$ cat src/rtl/clk_freq_meter_pkg.sv
// Shared state type and sizing helpers for the clock frequency meter.
package clk_freq_meter_pkg;

   typedef enum logic [1:0] {
      ST_IDLE = 2'd0,
      ST_ARM  = 2'd1,
      ST_GATE = 2'd2
   } meter_state_e;

   // Smallest width (at least 1) whose range covers 0 .. n-1.
   function automatic int unsigned gate_w(input int unsigned n);
      int unsigned w;
      w = 1;
      for (int unsigned i = 1; i < 32; i++) begin
         if ((32'd1 << i) < n) w = i + 1;
      end
      return w;
   endfunction

   function automatic int unsigned sat_max(input int unsigned w);
      return (w >= 32) ? 32'hFFFF_FFFF : ((32'd1 << w) - 32'd1);
   endfunction

endpackage

$ cat src/rtl/clk_freq_meter_if.sv
// Control/result bundle of the clock frequency meter; the meter is the slave side.
// FREQ_METER_PERIOD_EN adds the period result signals.
interface clk_freq_meter_if #(
   parameter int unsigned CNT_W = 16
);
   logic             ena;
   logic             sig_in;
   logic [CNT_W-1:0] count_o;
   logic             valid_o;
   logic             ovf_o;
   logic             busy_o;
`ifdef FREQ_METER_PERIOD_EN
   logic [CNT_W-1:0] period_o;
   logic             period_valid_o;

   modport master (
      output ena, sig_in,
      input  count_o, valid_o, ovf_o, busy_o, period_o, period_valid_o
   );
   modport slave (
      input  ena, sig_in,
      output count_o, valid_o, ovf_o, busy_o, period_o, period_valid_o
   );
`else
   modport master (
      output ena, sig_in,
      input  count_o, valid_o, ovf_o, busy_o
   );
   modport slave (
      input  ena, sig_in,
      output count_o, valid_o, ovf_o, busy_o
   );
`endif
endinterface

$ cat src/rtl/clk_freq_meter_sync_rise_det.sv
// Multi-flop synchronizer plus rising-edge detector for an asynchronous input.
// prev tracks the synced level only while tracking or on an explicit load.
module sync_rise_det #(
   parameter int unsigned STAGES = 2
) (
   input  logic clk,
   input  logic rst_n,
   input  logic async_i,
   input  logic track_i,
   input  logic load_prev_i,
   output logic rise_o
);
   logic [STAGES-1:0] sync_q;
   logic              prev_q;
   logic              level;

   assign level = sync_q[STAGES-1];

   always_ff @(posedge clk or negedge rst_n) begin
      if (!rst_n) begin
         sync_q <= '0;
         prev_q <= 1'b0;
      end else begin
         sync_q <= {sync_q[STAGES-2:0], async_i};
         if (track_i || load_prev_i) prev_q <= level;
      end
   end

   assign rise_o = level & ~prev_q;

endmodule

$ cat src/rtl/clk_freq_meter.sv
// Counts rising edges of an asynchronous clock over a fixed window of clk cycles.
// Defining FREQ_METER_PERIOD_EN adds a clk-cycle period measurement between edges.
//
// state   | meaning
// ST_IDLE | disabled, counters held at zero
// ST_ARM  | one cycle: snapshot synced level into prev, clear counters
// ST_GATE | window running; windows repeat back to back while ena is high
module clk_freq_meter
   import clk_freq_meter_pkg::*;
#(
   parameter int unsigned GATE_CYCLES = 1000,
   parameter int unsigned CNT_W       = 16,
   parameter int unsigned SYNC_STAGES = 2
) (
   input logic             clk,
   input logic             rst_n,
   clk_freq_meter_if.slave mtr
);
   localparam int unsigned       GATE_W    = gate_w(GATE_CYCLES);
   localparam logic [GATE_W-1:0] GATE_LAST = GATE_W'(GATE_CYCLES - 1);
   localparam logic [CNT_W-1:0]  CNT_MAX   = CNT_W'(sat_max(CNT_W));

   meter_state_e      state_q, state_d;
   logic              in_arm, in_gate;
   logic              rise, rise_g, win_end, run;
   logic [GATE_W-1:0] gate_cnt_q, gate_cnt_d;
   logic [CNT_W-1:0]  edge_cnt_q, edge_cnt_d, edge_next;
   logic [CNT_W-1:0]  count_q, count_d;
   logic              ovf_q, ovf_d, ovf_next;
   logic              ovf_out_q, ovf_out_d;
   logic              valid_q, valid_d;

   sync_rise_det #(.STAGES(SYNC_STAGES)) u_sync (
      .clk         (clk),
      .rst_n       (rst_n),
      .async_i     (mtr.sig_in),
      .track_i     (in_gate),
      .load_prev_i (in_arm),
      .rise_o      (rise)
   );

   always_ff @(posedge clk or negedge rst_n) begin
      if (!rst_n) state_q <= ST_IDLE;
      else        state_q <= state_d;
   end

   always_comb begin
      state_d = state_q;
      unique case (state_q)
         ST_IDLE: if (mtr.ena) state_d = ST_ARM;
         ST_ARM:  state_d = mtr.ena ? ST_GATE : ST_IDLE;
         ST_GATE: if (!mtr.ena) state_d = ST_IDLE;
         default: state_d = ST_IDLE;
      endcase
   end

   always_comb begin
      in_arm  = 1'b0;
      in_gate = 1'b0;
      unique case (state_q)
         ST_ARM:  in_arm  = 1'b1;
         ST_GATE: in_gate = 1'b1;
         default: ;
      endcase
   end

   // A window that loses ena before its last cycle is discarded.
   assign run       = in_gate & mtr.ena;
   assign rise_g    = rise & in_gate;
   assign win_end   = run & (gate_cnt_q == GATE_LAST);
   assign edge_next = edge_cnt_q + CNT_W'(rise_g & (edge_cnt_q != CNT_MAX));
   assign ovf_next  = ovf_q | (edge_next == CNT_MAX);

   always_comb begin
      gate_cnt_d = '0;
      edge_cnt_d = '0;
      ovf_d      = 1'b0;
      count_d    = count_q;
      ovf_out_d  = ovf_out_q;
      valid_d    = 1'b0;
      if (win_end) begin
         count_d   = edge_next;
         ovf_out_d = ovf_next;
         valid_d   = 1'b1;
      end else if (run) begin
         gate_cnt_d = gate_cnt_q + GATE_W'(1);
         edge_cnt_d = edge_next;
         ovf_d      = ovf_next;
      end
   end

   always_ff @(posedge clk or negedge rst_n) begin
      if (!rst_n) begin
         gate_cnt_q <= '0;
         edge_cnt_q <= '0;
         ovf_q      <= 1'b0;
         count_q    <= '0;
         ovf_out_q  <= 1'b0;
         valid_q    <= 1'b0;
      end else begin
         gate_cnt_q <= gate_cnt_d;
         edge_cnt_q <= edge_cnt_d;
         ovf_q      <= ovf_d;
         count_q    <= count_d;
         ovf_out_q  <= ovf_out_d;
         valid_q    <= valid_d;
      end
   end

   assign mtr.count_o = count_q;
   assign mtr.valid_o = valid_q;
   assign mtr.ovf_o   = ovf_out_q;
   assign mtr.busy_o  = in_gate;

`ifdef FREQ_METER_PERIOD_EN
   logic [CNT_W-1:0] per_cnt_q, per_cnt_d;
   logic [CNT_W-1:0] period_q, period_d;
   logic             seen_q, seen_d;
   logic             pvalid_q, pvalid_d;

   // The first rise of each window only starts the count; later rises report it.
   always_comb begin
      per_cnt_d = '0;
      seen_d    = 1'b0;
      period_d  = period_q;
      pvalid_d  = 1'b0;
      if (run) begin
         per_cnt_d = (per_cnt_q == CNT_MAX) ? per_cnt_q : per_cnt_q + CNT_W'(1);
         seen_d    = seen_q;
         if (rise) begin
            per_cnt_d = CNT_W'(1);
            seen_d    = 1'b1;
            if (seen_q) begin
               period_d = per_cnt_q;
               pvalid_d = 1'b1;
            end
         end
         if (win_end) seen_d = 1'b0;
      end
   end

   always_ff @(posedge clk or negedge rst_n) begin
      if (!rst_n) begin
         per_cnt_q <= '0;
         period_q  <= '0;
         seen_q    <= 1'b0;
         pvalid_q  <= 1'b0;
      end else begin
         per_cnt_q <= per_cnt_d;
         period_q  <= period_d;
         seen_q    <= seen_d;
         pvalid_q  <= pvalid_d;
      end
   end

   assign mtr.period_o       = period_q;
   assign mtr.period_valid_o = pvalid_q;
`endif

endmodule

$ cat src/flat_wrapper.sv
// flat-port wrapper written by rule: the top's interface ports become plain ports
module clk_freq_meter_flat import clk_freq_meter_pkg::*;
#(
   parameter int unsigned GATE_CYCLES = 1000,
   parameter int unsigned CNT_W       = 16,
   parameter int unsigned SYNC_STAGES = 2
)
  (clk, rst_n, mtr_ena, mtr_sig_in, mtr_count_o, mtr_valid_o, mtr_ovf_o, mtr_busy_o);
  clk_freq_meter_if #(.CNT_W(CNT_W)) mtr_i ();
  input logic clk;
  input logic rst_n;
  input wire logic [$bits(mtr_i.ena)-1:0] mtr_ena;
  input wire logic [$bits(mtr_i.sig_in)-1:0] mtr_sig_in;
  output wire logic [$bits(mtr_i.count_o)-1:0] mtr_count_o;
  output wire logic [$bits(mtr_i.valid_o)-1:0] mtr_valid_o;
  output wire logic [$bits(mtr_i.ovf_o)-1:0] mtr_ovf_o;
  output wire logic [$bits(mtr_i.busy_o)-1:0] mtr_busy_o;
  assign mtr_i.ena = mtr_ena;
  assign mtr_i.sig_in = mtr_sig_in;
  assign mtr_count_o = mtr_i.count_o;
  assign mtr_valid_o = mtr_i.valid_o;
  assign mtr_ovf_o = mtr_i.ovf_o;
  assign mtr_busy_o = mtr_i.busy_o;
  clk_freq_meter #(.GATE_CYCLES(GATE_CYCLES), .CNT_W(CNT_W), .SYNC_STAGES(SYNC_STAGES)) u_core (.clk(clk), .rst_n(rst_n), .mtr(mtr_i));
endmodule
$ cat config.mk
export PLATFORM = sky130hd
export DESIGN_NAME = clk_freq_meter_flat
export DESIGN_NICKNAME = d
export VERILOG_FILES = /design/src/rtl/clk_freq_meter_pkg.sv /design/src/rtl/clk_freq_meter_if.sv /design/src/rtl/clk_freq_meter_sync_rise_det.sv /design/src/rtl/clk_freq_meter.sv /design/src/flat_wrapper.sv
export SDC_FILE = /design/constraint.sdc
export NUM_CORES = 1
export LEC_CHECK = 0
export CAP_MARGIN = 10
export CORE_UTILIZATION = 56
export CTS_CLUSTER_SIZE = 14
export DETAILED_ROUTE_END_ITERATION = 8
export GPL_ROUTABILITY_DRIVEN = 0
export PLACE_DENSITY = 0.87
export REMOVE_ABC_BUFFERS = 1
export SYNTH_ARGS = -nofsm -noshare
export SYNTH_HDL_FRONTEND = slang
export SYNTH_SLANG_ARGS = --single-unit
export TNS_END_PERCENT = 10
$ cat constraint.sdc
create_clock -name clk -period 3.5 [get_ports clk]
set_input_delay 0.35 -clock clk [delete_from_list [all_inputs] [get_ports clk]]
set_output_delay 0.35 -clock clk [all_outputs]
set_load 0.01 [all_outputs]
==> results.md, run 1 <==
- Status: finished clean
- Slew @ Worst Pin: 1.02 ns
- Static Leak: 1.10 nW
- Via count: 1593
- Worst Hold Class: in -> async
- Vias per inst: 5.49
- Diodes inserted: 0
- RSZ-0062 raised after global routing: false
- DIE AREA: 0.00430 mm2
- R2r startpoint: u_core.state_q[0]
- Resize count post-CTS: 0
- Number of global-route vias before repair: 1579
- Core area: 0.00377 mm2
- CTS clock-pin slew for the worst setup and hold paths: 0.09 ns
- Antenna viol nets, final: 0
- Final period utilization: 81.9%
- Pwr Density: 423 mW/mm2
- Share of the yosys chip area belonging to registers: 55.2%
- Mean routed wirelength per cell: 14.1 um
- IO Port Bufs: 22
- DP Cell Count: 282
- Reg2Reg Setup Slack: 0.63 ns
- Post-CTS setup buffer count: 0
- Share of cells above drive strength 1: 8.26%
- CTS tree: yes
- TritonCTS Buffers: 5
- Total gr overflow: 0
- Final setup fails: 0
- Finished Layout Cells: 290
- Initial DRC count: 114
- Final Hold Viols: 0
- First-pass GRT wire length: 7.27 mm
- First-pass iteration count of the detailed router: 4
- CP max stage cell: or4_1
- Setup TNS: 0 ns
- Total wire length: 4.10 mm
- Cell mode on critical path: ha_1
- Yosys Warn Count: 0
- Synthesized instance count: 216
- Die H: 65.6 um
- Hold_ws: 0.212 ns
- Crit Path Max Fanout: 7
- Fin. max-slew vios: 0
- Post-route minimum period: 2.87 ns
- Max frequency: 349 MHz
- DIE WIDTH: 65.6 um
- Power, Total: 1.11 mW
- Worst EP arrival: 3.10 ns
- Pin count of the biggest net entering global routing: 51
- # IOs: 23
- Sequential standard cell area: 0.00125 mm2
- Crit-path max cell delay: 0.53 ns
- Post-detail-place hpwl: 2.82 mm
- Core Rows: 22
- Reg2reg path depth: 11
- Nets: 251
- Flop and latch count out of synthesis: 50
- Layout fillers: 287
- Area growth syn-to-layout: 15.7%
- Total GRT Usage: 22.9%
- Crit path launch type: flop
- Clock Skews: 0.00503 ns
- Relative slew slack: 32.1%
- # DRC: 0
- Antenna violations before repair: 0
- H-tree Lvls: 2
- Crit. End Element: flop
- Buf/Inv on CP: 1
- CP delay by family, top: adder cells
- Data required time of the worst path: 3.73 ns
- Longest Clk Path Bufs: 2
- Avg Inst Size Synth: 10.5 um2
- Cell Chain, Critical Path: inv_1 > ha_1 > nand2_1 > a211oi_1 > ha_1 > ha_1 > xnor2_1 > or4_1 > nor3_2 > a41oi_1 > a21oi_1
- Clk_lat worst skew: 0.30 ns
- Critical path class: reg -> reg
- Reg-to-reg critical path endpoint: u_core.mtr.ovf_o
- Post-Synthesis Cell Area: 0.00226 mm2
- Clock sinks: 50
- Fin util: 69.5%
- VDD IR-drop max: 0.000410 V
- Multi-input combinational cell area: 951 um2
- Clock root cell: clkbuf_8
- Initial Util: 60.1%
- Hold-fix buffers, CTS: 0
- Post-synth cell types: 34
- Max-cap check violation count: 0
## flip-flops by register name, summed over array words and instances (netlist names)
name	cells
u_core.edge_cnt_q	16
u_core.mtr.ovf_o	1
u_core.u_sync.prev_q	1
u_core.mtr.count_o	16
u_core.state_q	2
u_core.gate_cnt_q	10
u_core.mtr.valid_o	1
u_core.ovf_q	1
u_core.u_sync.sync_q	2
## cell type report
cell class,instances,share of cell area [%]
clock buffer,6,3.15
clock inverter,2,0.621
inverter,8,1.15
multi-input combinational,152,36.3
sequential,50,47.7
tap,48,2.29
timing repair buffer,24,8.78
## per-layer routing
layer	global-route usage, %	vias up	share of wire, %
met3	5.90	7	4.1
met5	0	-	0
li1	-	780	-
met4	7.34	0	1.2
met2	34.7	35	46
met1	32.2	771	49
## layout by cell type (no fill, tap or decap), types with 2 or more instances in the layout
master	n
ha_1	6
nand3_1	9
a211oi_1	2
nand4_1	3
clkbuf_8	6
and2_1	4
nor3_2	2
buf_4	2
nand2_1	12
nor3_1	2
inv_1	8
and3_1	6
xnor2_1	13
dfrtp_1	50
xor2_1	8
o21ai_0	5
mux2_2	3
a21oi_1	15
or3_1	2
clkdlybuf4s50_1	21
nand4b_1	2
nor2_1	45
## cell usage after synthesis
cell       count  area, um2
a211oi_1       2       15.0
a21oi_1       15       75.1
a22oi_1        1       7.51
a32o_1         1       10.0
a41oi_1        1       8.76
and2_1         4       25.0
and3_1         6       37.5
and4_1         1       8.76
buf_2          5       25.0
buf_4          1       7.51
dfrtp_1       50       1250
ha_1           6       75.1
inv_1          8       30.0
mux2_2         3       33.8
nand2_1       12       45.0
nand2b_1       1       6.26
nand3_1        9       45.0
nand4_1        3       18.8
nand4_4        1       21.3
nand4b_1       2       17.5
nor2_1        45        169
nor2b_1        1       6.26
nor3_1         2       10.0
nor3_2         2       20.0
nor4_2         1       12.5
nor4_4         1       21.3
o21ai_0        5       25.0
o2bb2ai_1      1       8.76
o311ai_2       1       16.3
o31ai_1        1       7.51
or3_1          2       12.5
or4_1          1       7.51
xnor2_1       13        114
xor2_1         8       70.1
## logic make-up after synthesis
kind of cell / share of synthesized area, %
compound gates: 7.68
xor+xnor: 8.12
fa+ha+maj: 3.31
buf+inv: 2.76
flops: 55.2
mux: 1.49
simple gates: 21.4
## worst max-delay path by stage
stage                                    start                to  slack (ns)  cells past startpoint
after floorplan              u_core.state_q[0]  u_core.mtr.ovf_o        0.96                     11
after global placement    u_core.edge_cnt_q[3]  u_core.mtr.ovf_o        0.90                     10
after detailed placement     u_core.state_q[0]  u_core.mtr.ovf_o        0.72                     11
after CTS                    u_core.state_q[0]  u_core.mtr.ovf_o        0.64                     11
after global routing         u_core.state_q[0]  u_core.mtr.ovf_o        0.38                     11
final                        u_core.state_q[0]  u_core.mtr.ovf_o        0.63                     11
## worst register-to-register path, cell delays in order (launching register included)
cell and delay [ns]:
dfrtp_1 0.42, inv_1 0.11, ha_1 0.31, nand2_1 0.08, a211oi_1 0.23, ha_1 0.23, ha_1 0.26, xnor2_1 0.13
or4_1 0.53, nor3_2 0.15, a41oi_1 0.17, a21oi_1 0.18
## report_power, final
group / total (mW) / switching, mW / internal [mW]
registers: 0.616 / 0.0176 / 0.599
clock network: 0.354 / 0.191 / 0.163
logic: 0.138 / 0.0835 / 0.0541
## metrics by stage
stage / cell area [um2] / setup WS (ns)
6_report: 2620 / 0.634
2_1_floorplan: 2230 / 0.960
3_5_place_dp: 2520 / 0.725
4_1_cts: 2620 / 0.636
3_3_place_gp: 2520 / 0.896
5_1_grt: 2620 / 0.383
Power figures use the tool's default switching activity.
==> run 2, diff against run 1 <==
==> constraint.sdc (replaced) <==
create_clock -name clk -period 2.8 [get_ports clk]
set_input_delay 0.28 -clock clk [delete_from_list [all_inputs] [get_ports clk]]
set_output_delay 0.28 -clock clk [all_outputs]
set_load 0.01 [all_outputs]
==> run 2 against run 1 <==
  * Worst hold slack worse by 0.057 ns
  * First-iteration DRC count down 45%
  * Die area is the same
  * Total power is 25% higher
  * Utilization is 1.1 points higher
  * Critical path type unchanged
  * Largest cell class unchanged
==> results.md, run 2 (synthesis results as in run 1) <==
- Diodes inserted: 0 (unchanged)
- Worst EP arrival: 2.87 ns (-0.23 ns)
- DIE WIDTH: 65.6 um (unchanged)
- Internal Power: 1.02 mW (+26%)
- Total GRT Usage: 22.4% (-0.54 points)
- Final setup margin: 0.155 ns (-0.479 ns)
- Most common cell after layout, fill and taps aside: dfrtp_1
- # DRC: 0 (unchanged)
- VDD IR-drop max: 0.000360 V (-12%)
- Via count: 1641 (+3.0%)
- Area growth syn-to-layout: 17.6%
- Worst Hold Class: in -> async
- Vias per inst: 5.58 (+1.6%)
- Static Leak: 1.13 nW (+2.8%)
- Max-cap check violation count: 0 (unchanged)
- CTS tree: yes
- Nets: 255 (+1.6%)
- Switching share of power: 25.9% (-0.52 points)
- Hold_ws: 0.155 ns (-0.0572 ns)
- Dpl ws: 0.0708 ns (-0.654 ns)
- Clk_lat worst skew: 0.30 ns (about the same)
- TritonCTS Buffers: 5 (unchanged)
- Core area: 0.00377 mm2 (unchanged)
- Clock Skews: 0.00424 ns (-0.000790 ns)
- Switching power: 358 uW (+22%)
- Clock root cell: clkbuf_8
- # IOs: 23 (unchanged)
- Final setup fails: 0 (unchanged)
- DIE AREA: 0.00430 mm2 (unchanged)
- Antenna viol nets, final: 0 (unchanged)
- Clock group share of total power: 31.1% (-0.9 points)
- Die H: 65.6 um (unchanged)
- Crit. End Element: flop
- Setup TNS: 0 ns (unchanged)
- First-pass GRT wire length: 7.22 mm (-0.66%)
- Number of global-route vias before repair: 1582 (+0.19%)
- Sequential power share: 55.6% (about the same)
- Status: finished clean
- First-pass iteration count of the detailed router: 6 (+2)
- Initial DRC count: 63 (-45%)
- Post-CTS setup buffer count: 0 (unchanged)
- Critical path class: reg -> reg
- Mean routed wirelength per cell: 14.0 um (-0.66%)
- Pin count of the biggest net entering global routing: 51 (unchanged)
- Core Rows: 22 (unchanged)
- Crit Path Max Fanout: 7 (unchanged)
- Gate power share: 13.3% (+0.9 points)
- Slew @ Worst Pin: 1.05 ns (+0.0334 ns)
- Antenna violations before repair: 0 (unchanged)
- Max frequency: 378 MHz (+8.4%)
- Longest Clk Path Bufs: 2 (unchanged)
- Total wire length: 4.12 mm (+0.71%)
- Power, Total: 1.38 mW (+25%)
- Fin util: 70.6% (+1.1 points)
- CTS clock-pin slew for the worst setup and hold paths: 0.09 ns (about the same)
- Fin. max-slew vios: 0 (unchanged)
- Commonest cells after routing, fill and taps aside: 50 x dfrtp_1, 45 x nor2_1, 21 x clkdlybuf4s50_1
- Final Hold Viols: 0 (unchanged)
- Data required time of the worst path: 3.02 ns (-0.71 ns)
- Post-detail-place hpwl: 2.84 mm (+0.96%)
- H-tree Lvls: 2 (unchanged)
- Relative slew slack: 29.9% (-2.2 points)
- Clock sinks: 50 (unchanged)
- Total gr overflow: 0 (unchanged)
- IO Port Bufs: 22 (unchanged)
- Pwr Density: 519 mW/mm2 (+23%)
- Crit path launch type: flop
- Post-route minimum period: 2.64 ns (-0.221 ns)
- Share of cells above drive strength 1: 11.0% (+2.7 points)
- Initial Util: 60.1% (unchanged)
- Final period utilization: 94.5% (+13 points)
run 2: cell count changes in the layout (fill, tap and decap cells not counted):
cell / previous run / this run
ha_1: 6 / 4
a211oi_2: 0 / 1
clkinv_2: 0 / 1
a211oi_1: 2 / 1
nor3_2: 2 / 1
inv_6: 1 / 0
nor3_4: 0 / 1
ha_2: 0 / 2
buf_4: 2 / 6
run 2: routing by layer:
metal | vias up | global-route usage (%) | routed length (um)
met5 | - | 0 | 0
met4 | 0 | 6.25 | 59
met3 | 9 | 5.73 | 171
met2 | 36 | 34.9 | 1940
met1 | 804 | 30.9 | 1950
li1 | 792 | - | -
run 2: metrics by stage:
step                cells  cell area, um2
finish                294            2660
global route          294            2660
CTS                   294            2650
detailed placement    286            2550
global placement      286            2550
floorplan             210            2230
run 2: final cells by class:
class / count / area [um2]
fill: 282 / 1110
tap: 48 / 60.1
sequential: 50 / 1250
timing repair buffer: 28 / 260
multi-input combinational: 152 / 967
clock inverter: 2 / 12.5
inverter: 8 / 30.0
clock buffer: 6 / 82.6
run 2: path summary, 6_finish.rpt:
path,slack [ns],end,cells after the start,from
min,0.15,u_core.mtr.count_o[7],1,rst_n
min in group clk,0.36,u_core.u_sync.sync_q[1],0,u_core.u_sync.sync_q[0]
min reg2reg,0.36,u_core.u_sync.sync_q[1],0,u_core.u_sync.sync_q[0]
max reg2reg,0.16,u_core.mtr.ovf_o,10,u_core.edge_cnt_q[3]
max,0.16,u_core.mtr.ovf_o,10,u_core.edge_cnt_q[3]
max in group asynchronous,1.99,u_core.edge_cnt_q[5],1,rst_n
run 2: repair_timing:
action | CTS | global route
endpoints found under the setup margin | 0 | 2
hold buffers | 0 | 0
gates resized for setup | 0 | 4
run 2: power by group through the flow:
stage	clock (mW)	sequential (mW)	combinational, mW
CTS	0.440	0.768	0.185
detailed placement	0	0.781	0.184
floorplan	0	0.776	0.113
finish	0.430	0.769	0.183
global placement	0	0.780	0.177
global route	0.473	0.774	0.213
run 2: worst max-delay path: stages (launching register included):
cell and delay [ns]:
dfrtp_1 0.47, nand4_4 0.18, nor3_4 0.28, a211oi_2 0.10
ha_2 0.19, ha_2 0.21, xnor2_1 0.16, or4_1 0.51
nor3_2 0.12, a41oi_1 0.15, a21oi_1 0.19
==> run 3, diff against run 2 <==
--- a/config.mk
+++ b/config.mk
@@ -10,7 +10,7 @@
 export CTS_CLUSTER_SIZE = 14
 export DETAILED_ROUTE_END_ITERATION = 8
 export GPL_ROUTABILITY_DRIVEN = 0
-export PLACE_DENSITY = 0.87
+export PLACE_DENSITY = 0.79
 export REMOVE_ABC_BUFFERS = 1
 export SYNTH_ARGS = -nofsm -noshare
 export SYNTH_HDL_FRONTEND = slang
==> run 3 against run 2 <==
  * Final area hardly changed
  * Cell count is 0.34% higher
  * Register-to-register slack better by 0.02 ns
  * Sequential power hardly changed
  * Clock skew is 0.0027 ns higher
  * Sequential cell count stayed put
  * Non-clock buffer count is 1 higher
  * Utilization hardly changed
  * First-iteration DRC count is 76% higher
  * Global-route usage is 1.7 points higher
==> results.md, run 3 (synthesis results as in run 1) <==
- Data required time of the worst path: 3.04 ns (+0.02 ns)
- DP Cell Count: 287 (+0.35%)
- Worst Hold Class: in -> async
- Pwr Density: 521 mW/mm2 (+0.45%)
- Hold-fix buffers, CTS: 0 (unchanged)
- CP max stage cell: or4_1
- Vias per inst: 5.58 (about the same)
- Crit path launch type: flop
- Crit Path Max Fanout: 6 (-1)
- Clock Skews: 0.00692 ns (+0.00269 ns)
- # IOs: 23 (unchanged)
- Final setup margin: 0.175 ns (+0.0202 ns)
- Post-detail-place hpwl: 3.01 mm (+5.7%)
- Dpl cell area: 0.00256 mm2 (+0.29%)
- Initial Util: 60.1% (unchanged)
- Setup crit start: u_core.edge_cnt_q[3]
- TritonCTS Buffers: 5 (unchanged)
- H-tree Lvls: 2 (unchanged)
- Clk_lat worst skew: 0.30 ns (about the same)
- Clock sinks: 50 (unchanged)
- Pin count of the biggest net entering global routing: 51 (unchanged)
- Power, Total: 1.39 mW (+0.49%)
- Internal Power: 1.02 mW (about the same)
- Cell count along the critical path: 10 (unchanged)
- Total gr overflow: 0 (unchanged)
- IO Port Bufs: 22 (unchanged)
- VDD IR-drop max: 0.000376 V (+4.4%)
- Crit. End Element: flop
- DIE WIDTH: 65.6 um (unchanged)
- Buf/Inv on CP: 0 (unchanged)
- Worst EP arrival: 2.86 ns (about the same)
- Sequential power share: 55.4% (-0.2 points)
- CTS clock-pin slew for the worst setup and hold paths: 0.09 ns (about the same)
- First-pass GRT wire length: 7.59 mm (+5.2%)
- Most common cell after layout, fill and taps aside: dfrtp_1
- DIE AREA: 0.00430 mm2 (unchanged)
- Initial DRC count: 111 (+76%)
- Setup TNS: 0 ns (unchanged)
- Commonest cells after routing, fill and taps aside: 50 x dfrtp_1, 45 x nor2_1, 21 x clkdlybuf4s50_1
- Gate power share: 13.5% (+0.2 points)
- Crit-path max cell delay: 0.51 ns (about the same)
- Core area: 0.00377 mm2 (unchanged)
- Longest Clk Path Bufs: 2 (unchanged)
- Static Leak: 1.12 nW (-1.1%)
- Fin util: 70.7% (about the same)
- Mean routed wirelength per cell: 14.6 um (+3.8%)
- CTS tree: yes
- Finished Layout Cells: 295 (+0.34%)
- Number of global-route vias before repair: 1597 (+0.95%)
- Final setup fails: 0 (unchanged)
- Critical path class: reg -> reg
- Fin area: 0.00267 mm2 (about the same)
- R2r startpoint: u_core.edge_cnt_q[3]
- Nets: 256 (+0.39%)
- Max frequency: 381 MHz (+0.77%)
- Slew @ Worst Pin: 1.05 ns (-0.00195 ns)
- Fin. max-slew vios: 0 (unchanged)
- Relative slew slack: 30.0% (+0.13 points)
- Reg2reg path depth: 10 (unchanged)
- Die H: 65.6 um (unchanged)
- Core Rows: 22 (unchanged)
- Hold_ws: 0.166 ns (+0.0111 ns)
- Clock group share of total power: 31.1% (about the same)
- Dpl ws: 0.123 ns (+0.0520 ns)
- Cell Chain, Critical Path: nand4_4 > nor3_2 > a211oi_2 > ha_2 > ha_2 > xnor2_1 > or4_1 > nor3_2 > a41oi_1 > a21oi_1
- # DRC: 0 (unchanged)
- Share of cells above drive strength 1: 11.3% (+0.36 points)
- Max-cap check violation count: 0 (unchanged)
- Switching share of power: 26.3% (+0.38 points)
- Final Hold Viols: 0 (unchanged)
- Diodes inserted: 0 (unchanged)
- Reg2Reg Setup Slack: 0.18 ns (+0.02 ns)
- CP Capture Point: u_core.mtr.ovf_o
- Final period utilization: 93.7% (-0.72 points)
- Antenna viol nets, final: 0 (unchanged)
- Area growth syn-to-layout: 17.7% (about the same)
- CP delay by family, top: simple AND/OR/NAND/NOR gates
- Reg-to-reg critical path endpoint: u_core.mtr.ovf_o
- Status: finished clean
- Total GRT Usage: 24.0% (+1.7 points)
- Post-route minimum period: 2.62 ns (-0.0202 ns)
- Antenna violations before repair: 0 (unchanged)
- Via count: 1647 (+0.37%)
- First-pass iteration count of the detailed router: 4 (-2)
- Switching power: 365 uW (+2.0%)
- Total wire length: 4.29 mm (+4.1%)
- Clock root cell: clkbuf_8
[run 3: routing by layer]
metal / part of all wire (%) / GRT usage, %
met5: 0 / 0
met4: 2.3 / 10.9
met3: 4.4 / 5.21
met2: 48 / 36.7
met1: 45 / 32.7
[run 3: repair_timing]
item | CTS | global route
setup endpoints to repair | 0 | 2
setup buffers | 0 | 0
resized for setup | 0 | 3
[run 3: how the worst min path moves through the flow]
stage / endpoint / cells past startpoint
after CTS: u_core.mtr.count_o[1] / 1
final: u_core.mtr.count_o[5] / 1
after floorplan: u_core.edge_cnt_q[0] / 0
after detailed placement: u_core.u_sync.sync_q[1] / 0
after global routing: u_core.mtr.count_o[6] / 1
after global placement: u_core.u_sync.sync_q[1] / 0
[run 3: cell type report]
type / instances / area (um2)
Multi-Input combinational cell: 152 / 961
Sequential cell: 50 / 1250
Clock buffer: 6 / 82.6
Timing Repair Buffer: 29 / 268
Fill cell: 301 / 1110
Clock inverter: 2 / 12.5
Tap cell: 48 / 60.1
Inverter: 8 / 30.0
[run 3: power groups by stage]
stage	Clock (mW)	Combinational, mW	Sequential, mW
global route	0.469	0.220	0.774
global placement	0	0.177	0.780
CTS	0.441	0.190	0.769
floorplan	0	0.113	0.776
detailed placement	0	0.189	0.783
finish	0.432	0.188	0.770
==> variant 1, RTL diff (settings of run 1) <==
Encoding of `meter_state_e`: now one-hot (3 bits for 3 states).
--- a/src/rtl/clk_freq_meter_pkg.sv
+++ b/src/rtl/clk_freq_meter_pkg.sv
@@ -2,8 +2,8 @@
 package clk_freq_meter_pkg;
 
-   typedef enum logic [1:0] {
-      ST_IDLE = 2'd0,
-      ST_ARM  = 2'd1,
-      ST_GATE = 2'd2
+   typedef enum logic [2:0] {
+      ST_IDLE = 3'b001,
+      ST_ARM  = 3'b010,
+      ST_GATE = 3'b100
    } meter_state_e;
 
Function: no difference found for any inputs over 10 cycles, from zero or initial values and one cycle with rst_n low; not proved beyond that.
==> variant 1 against run 1 <==
- wire length increased by 5.2%
- critical path type unchanged
- via count increased by 3.3%
- worst setup slack got worse by 0.50 ns
- synthesized area decreased by 0.17%
- design area increased by 2.0%
- sequential cell count increased by 1
- critical path depth increased by 1
- utilization increased by 1.4 points
Power is not compared: it rests on default switching activity, and its combinational part moved more than twofold at a synthesized area within 25%.
==> variant 1: results (changes against run 1) <==
* Layout fillers at 280 (-2.4%)
* # DRC at 0 (unchanged)
* Post-CTS Setup Repair Bufs at 0 (unchanged)
* Area contributors post-synth: dfrtp_1 (55%), nor2_1 (7.8%), xnor2_1 (4.6%)
* Max incr delay on CP at 0.44 ns (-0.09 ns)
* CP arrival at 3.60 ns (+0.50 ns)
* CP Max Fanout at 6 (-1)
* Area of the multi-input gates at 930 sq um (-2.2%)
* Slowest stage cell on the critical path: or4_1
* Routed WL per cell at 14.6 um (+3.7%)
* Nets at 252 (+0.40%)
* Switching Share at around 21%
* DRT iter0 DRCs at 96 (-16%)
* #MultiIn Comb at 151 (-0.66%)
* CLK BUF at 7 (+1)
* Final setup margin at 0.134 ns (-0.500 ns)
* Share of cells above drive strength 1 at 13.8% (+5.6 points)
* Sequential Area at 1280 sq um (+2.4%)
* Seq/Total Area, Yosys at 56.5% (+1.3 points)
* Status: finished clean
* Syn_area_per_cell at 10.4 sq um (-1.1%)
* Clk sink count at 51 (+2.0%)
* Endpoints failing setup at 0 (unchanged)
* Fraction of area in registers at 47.9% (+0.18 points)
* Detailed Place HPWL at 2830 um (+0.55%)
* Worst slew margin at 36.0% (+3.9 points)
* Vias at 1645 (+3.3%)
* NonClk Buf Share at 11.3% (+2.5 points)
* Largest net degree at the start of global routing at 52 (+2.0%)
* Worst hold slack at 0.0447 ns (-0.167 ns)
* Top post-synthesis cells by count: dfrtp_1 (50), nor2_1 (47), a21oi_1 (16)
* Buffers excl. clock at 31 (+29%)
* Inverters at 5 (-3)
* Vias in the first global route at 1488 (-5.8%)
* Clk root buf: clkbuf_8
* Die X at 65.5 um (about the same)
* Crit path from: u_core.edge_cnt_q[4]$_DFF_PN0_
* GRT Overall Usage at 22.1% (-0.83 points)
* Final clock skew at 0.00727 ns (+0.00225 ns)
* Post-DP Area at 2520 sq um (about the same)
* CP delay by family, top: simple AND/OR/NAND/NOR gates
* R2R cell count at 12 (+1)
* Layout Cells excl Fill at 294 (+1.4%)
* DR pass1 iterations at 4 (unchanged)
* Global-route wire length before repair at 6900 um (-5.0%)
* Clock-cell share of area at 3.04% (-0.73 points)
* CTS resizes at 0 (unchanged)
* Netlist cell types at 38 (+12%)
* YS warnings at 0 (unchanged)
* Top_reg_cell synth: dfrtp_1
* Crit. End Element: flop
* Hold Crit Class: in2async
* Worst-path clk slew at 0.09 ns (about the same)
* Clock tree buffer depth at 2 (unchanged)
* Clk Latency, worst-skew pair at 0.30 ns (about the same)
## variant 1: power by group through the flow
| stage | sequential, W | clock (W) | combinational (W) |
|---|---|---|---|
| after floorplan | 0.000623 | 0 | 0.0000171 |
| after detailed placement | 0.000626 | 0 | 0.0000365 |
| final | 0.000615 | 0.000318 | 0.0000395 |
| after CTS | 0.000614 | 0.000334 | 0.0000365 |
| after global placement | 0.000625 | 0 | 0.0000349 |
| after global routing | 0.000617 | 0.000358 | 0.0000445 |
## variant 1: layer usage
layer  global-route usage [%]  vias up  wire (um)
li1                         -      785          -
met1                     29.6      802       1920
met2                     33.5       49       2130
met3                     6.42        9        186
met4                     9.24        0         72
met5                        0        -          0
## variant 1: kinds of logic after synthesis
| logic type | synth area share (%) |
|---|---|
| compound gates | 6.59 |
| xor+xnor | 8.91 |
| fa+ha+maj | 1.66 |
| buf+inv | 3.43 |
| flops | 56.5 |
| mux | 1.94 |
| simple gates | 21.0 |
==> variant 2, RTL diff (settings of run 1) <==
Made on the original files. `GATE_CYCLES` is set to 1000 in 2 places; all go to 500.
--- a/src/rtl/clk_freq_meter.sv
+++ b/src/rtl/clk_freq_meter.sv
@@ -9,5 +9,5 @@
    import clk_freq_meter_pkg::*;
 #(
-   parameter int unsigned GATE_CYCLES = 1000,
+   parameter int unsigned GATE_CYCLES = 500,
    parameter int unsigned CNT_W       = 16,
    parameter int unsigned SYNC_STAGES = 2
--- a/src/flat_wrapper.sv
+++ b/src/flat_wrapper.sv
@@ -2,5 +2,5 @@
 module clk_freq_meter_flat import clk_freq_meter_pkg::*;
 #(
-   parameter int unsigned GATE_CYCLES = 1000,
+   parameter int unsigned GATE_CYCLES = 500,
    parameter int unsigned CNT_W       = 16,
    parameter int unsigned SYNC_STAGES = 2
Behaviour: no difference found for any inputs over 10 cycles, from zero or initial values and one cycle with rst_n low; that may be too few to reach the edited logic, so the function may still have changed.
==> variant 2 against run 1 <==
- sequential cell count fell by 1
- count of clock-buffer cells in the layout rose by 2
- synthesized area rose by 1.3%
- worst setup slack got worse by 0.32 ns
- design area fell by 0.33%
- wire length rose by 6.1%
- power fell by 5.9%
- utilization fell by 0.73 points
- via count rose by 5.9%
- cell count rose by 1.7%
- critical path type unchanged
==> variant 2: results (changes against run 1) <==
* Status: finished clean
* Vias in the first global route at 1617 (+2.4%)
* Largest net degree at the start of global routing at 50 (-2.0%)
* Worst VDD drop at 0.273 mV (-33%)
* Vias at 1687 (+5.9%)
* CP delay by family, top: simple AND/OR/NAND/NOR gates
* Clk root buf: clkbuf_8
* Hold Crit Class: in2async
* CP arrival at 3.41 ns (+0.31 ns)
* Max Used Layer: met4
* Worst hold slack at 0.238 ns (+0.0263 ns)
* Max incr delay on CP at 0.49 ns (-0.04 ns)
* Worst-path clk slew at approximately 0.08 ns
* Seq/Total Area, Yosys at 53.4% (-1.8 points)
* CTS Buf Count at 5 (unchanged)
* Clock group total power at 0.000311 W (-12%)
* Detailed Place HPWL at 2950 um (+4.6%)
* Clock tree buffer depth at 2 (unchanged)
* Fin crit period at 3.18 ns (+0.318 ns)
* Slowest stage cell on the critical path: dfrtp_1
* Netlist cell types at 40 (+18%)
* Share of cells above drive strength 1 at 7.29% (-0.98 points)
* Worst reg2reg path startpoint: u_core.edge_cnt_q[3]$_DFF_PN0_
* R2r setup slk at 0.32 ns (-0.32 ns)
* Hold Buf Count CTS at 0 (unchanged)
* Switching Share at 25.2% (-1.2 points)
* YS warnings at 0 (unchanged)
* Leakage at 1.11 nW (+0.94%)
* CP Max Fanout at 8 (+1)
* Nets at 256 (+2.0%)
* DP Worst Slack at 0.408 ns (-0.316 ns)
* Met2 WL at 2000 um (+5.8%)
* DR pass1 iterations at 4 (unchanged)
* Final clock skew at 0.00922 ns (+0.00420 ns)
* Diodes inserted at 0 (unchanged)
* Reg2reg end: u_core.ovf_q$_DFF_PN0_
* DRT iter0 DRCs at 74 (-35%)
* WL met3 at 180 um (+6.5%)
* Met1 wire length at 2070 um (+4.2%)
* Worst slew margin at 30.7% (-1.4 points)
* H-tree depth at 2 (unchanged)
* Global-route wire length before repair at 7660 um (+5.4%)
* Top post-synthesis cells by count: dfrtp_1 (49), nor2_1 (42), nand3_1 (17)
* Routed WL per cell at 14.7 um (+4.3%)
* Combinational power share at roughly an eighth
* Area contributors post-synth: dfrtp_1 (53%), nor2_1 (6.9%), xor2_1 (4.2%)
* GRT Overall Usage at 24.0% (+1.1 points)
variant 2: changes by cell type in the layout (fill, tap and decap cells not counted), moves of 3 or more:
cell and delta:
xor2_1 +3, nor2_1 -3, xnor2_1 -5, nand3_1 +8, clkbuf_1 +3, inv_1 -3
and3_1 -3, and2_1 +4
variant 2: layout make-up:
type	instances	area, sq um
Multi-Input combinational cell	162	1000
Inverter	5	18.8
Fill cell	277	1190
Timing Repair Buffer	23	223
Clock buffer	8	80.1
Tap cell	48	60.1
Sequential cell	49	1230
variant 2: worst register-to-register path, cell delays in order, from the launching register on:
cell and delay, ns:
dfrtp_1 0.49, and4_1 0.24, nand3_1 0.11, nor3_1 0.07, nor3_1 0.21, ha_1 0.33
ha_1 0.37, inv_1 0.14, or3_1 0.38, o2bb2ai_1 0.14, or4b_4 0.49, o21ai_1 0.14
variant 2: metal layers:
| metal | up-vias | track usage, % |
|---|---|---|
| li1 | 809 | - |
| met1 | 827 | 33.7 |
| met2 | 42 | 35.5 |
| met3 | 9 | 5.69 |
| met4 | 0 | 10.4 |
| met5 | - | 0 |
variant 2: cell families (layout without fill, tap and decap cells):
logic type      Yosys count  in the layout  share of synthesized area (%)
mux                       5              5                           2.40
simple gates            104            104                           23.4
buf+inv                  13             36                           3.00
xor+xnor                 19             19                           7.25
fa+ha+maj                 6              6                           3.27
flops                    49             49                           53.4
compound gates           28             28                           7.20
variant 2: per-stage QoR:
step	total power (W)	area (sq um)	std cells	utilization [%]
4_1_cts	0.00105	2610	295	68.8
3_3_place_gp	0.000736	2530	287	66.7
6_report	0.00104	2610	295	68.8
3_5_place_dp	0.000744	2530	287	66.7
2_1_floorplan	0.000694	2240	216	-
5_1_grt	0.00110	2610	295	68.8
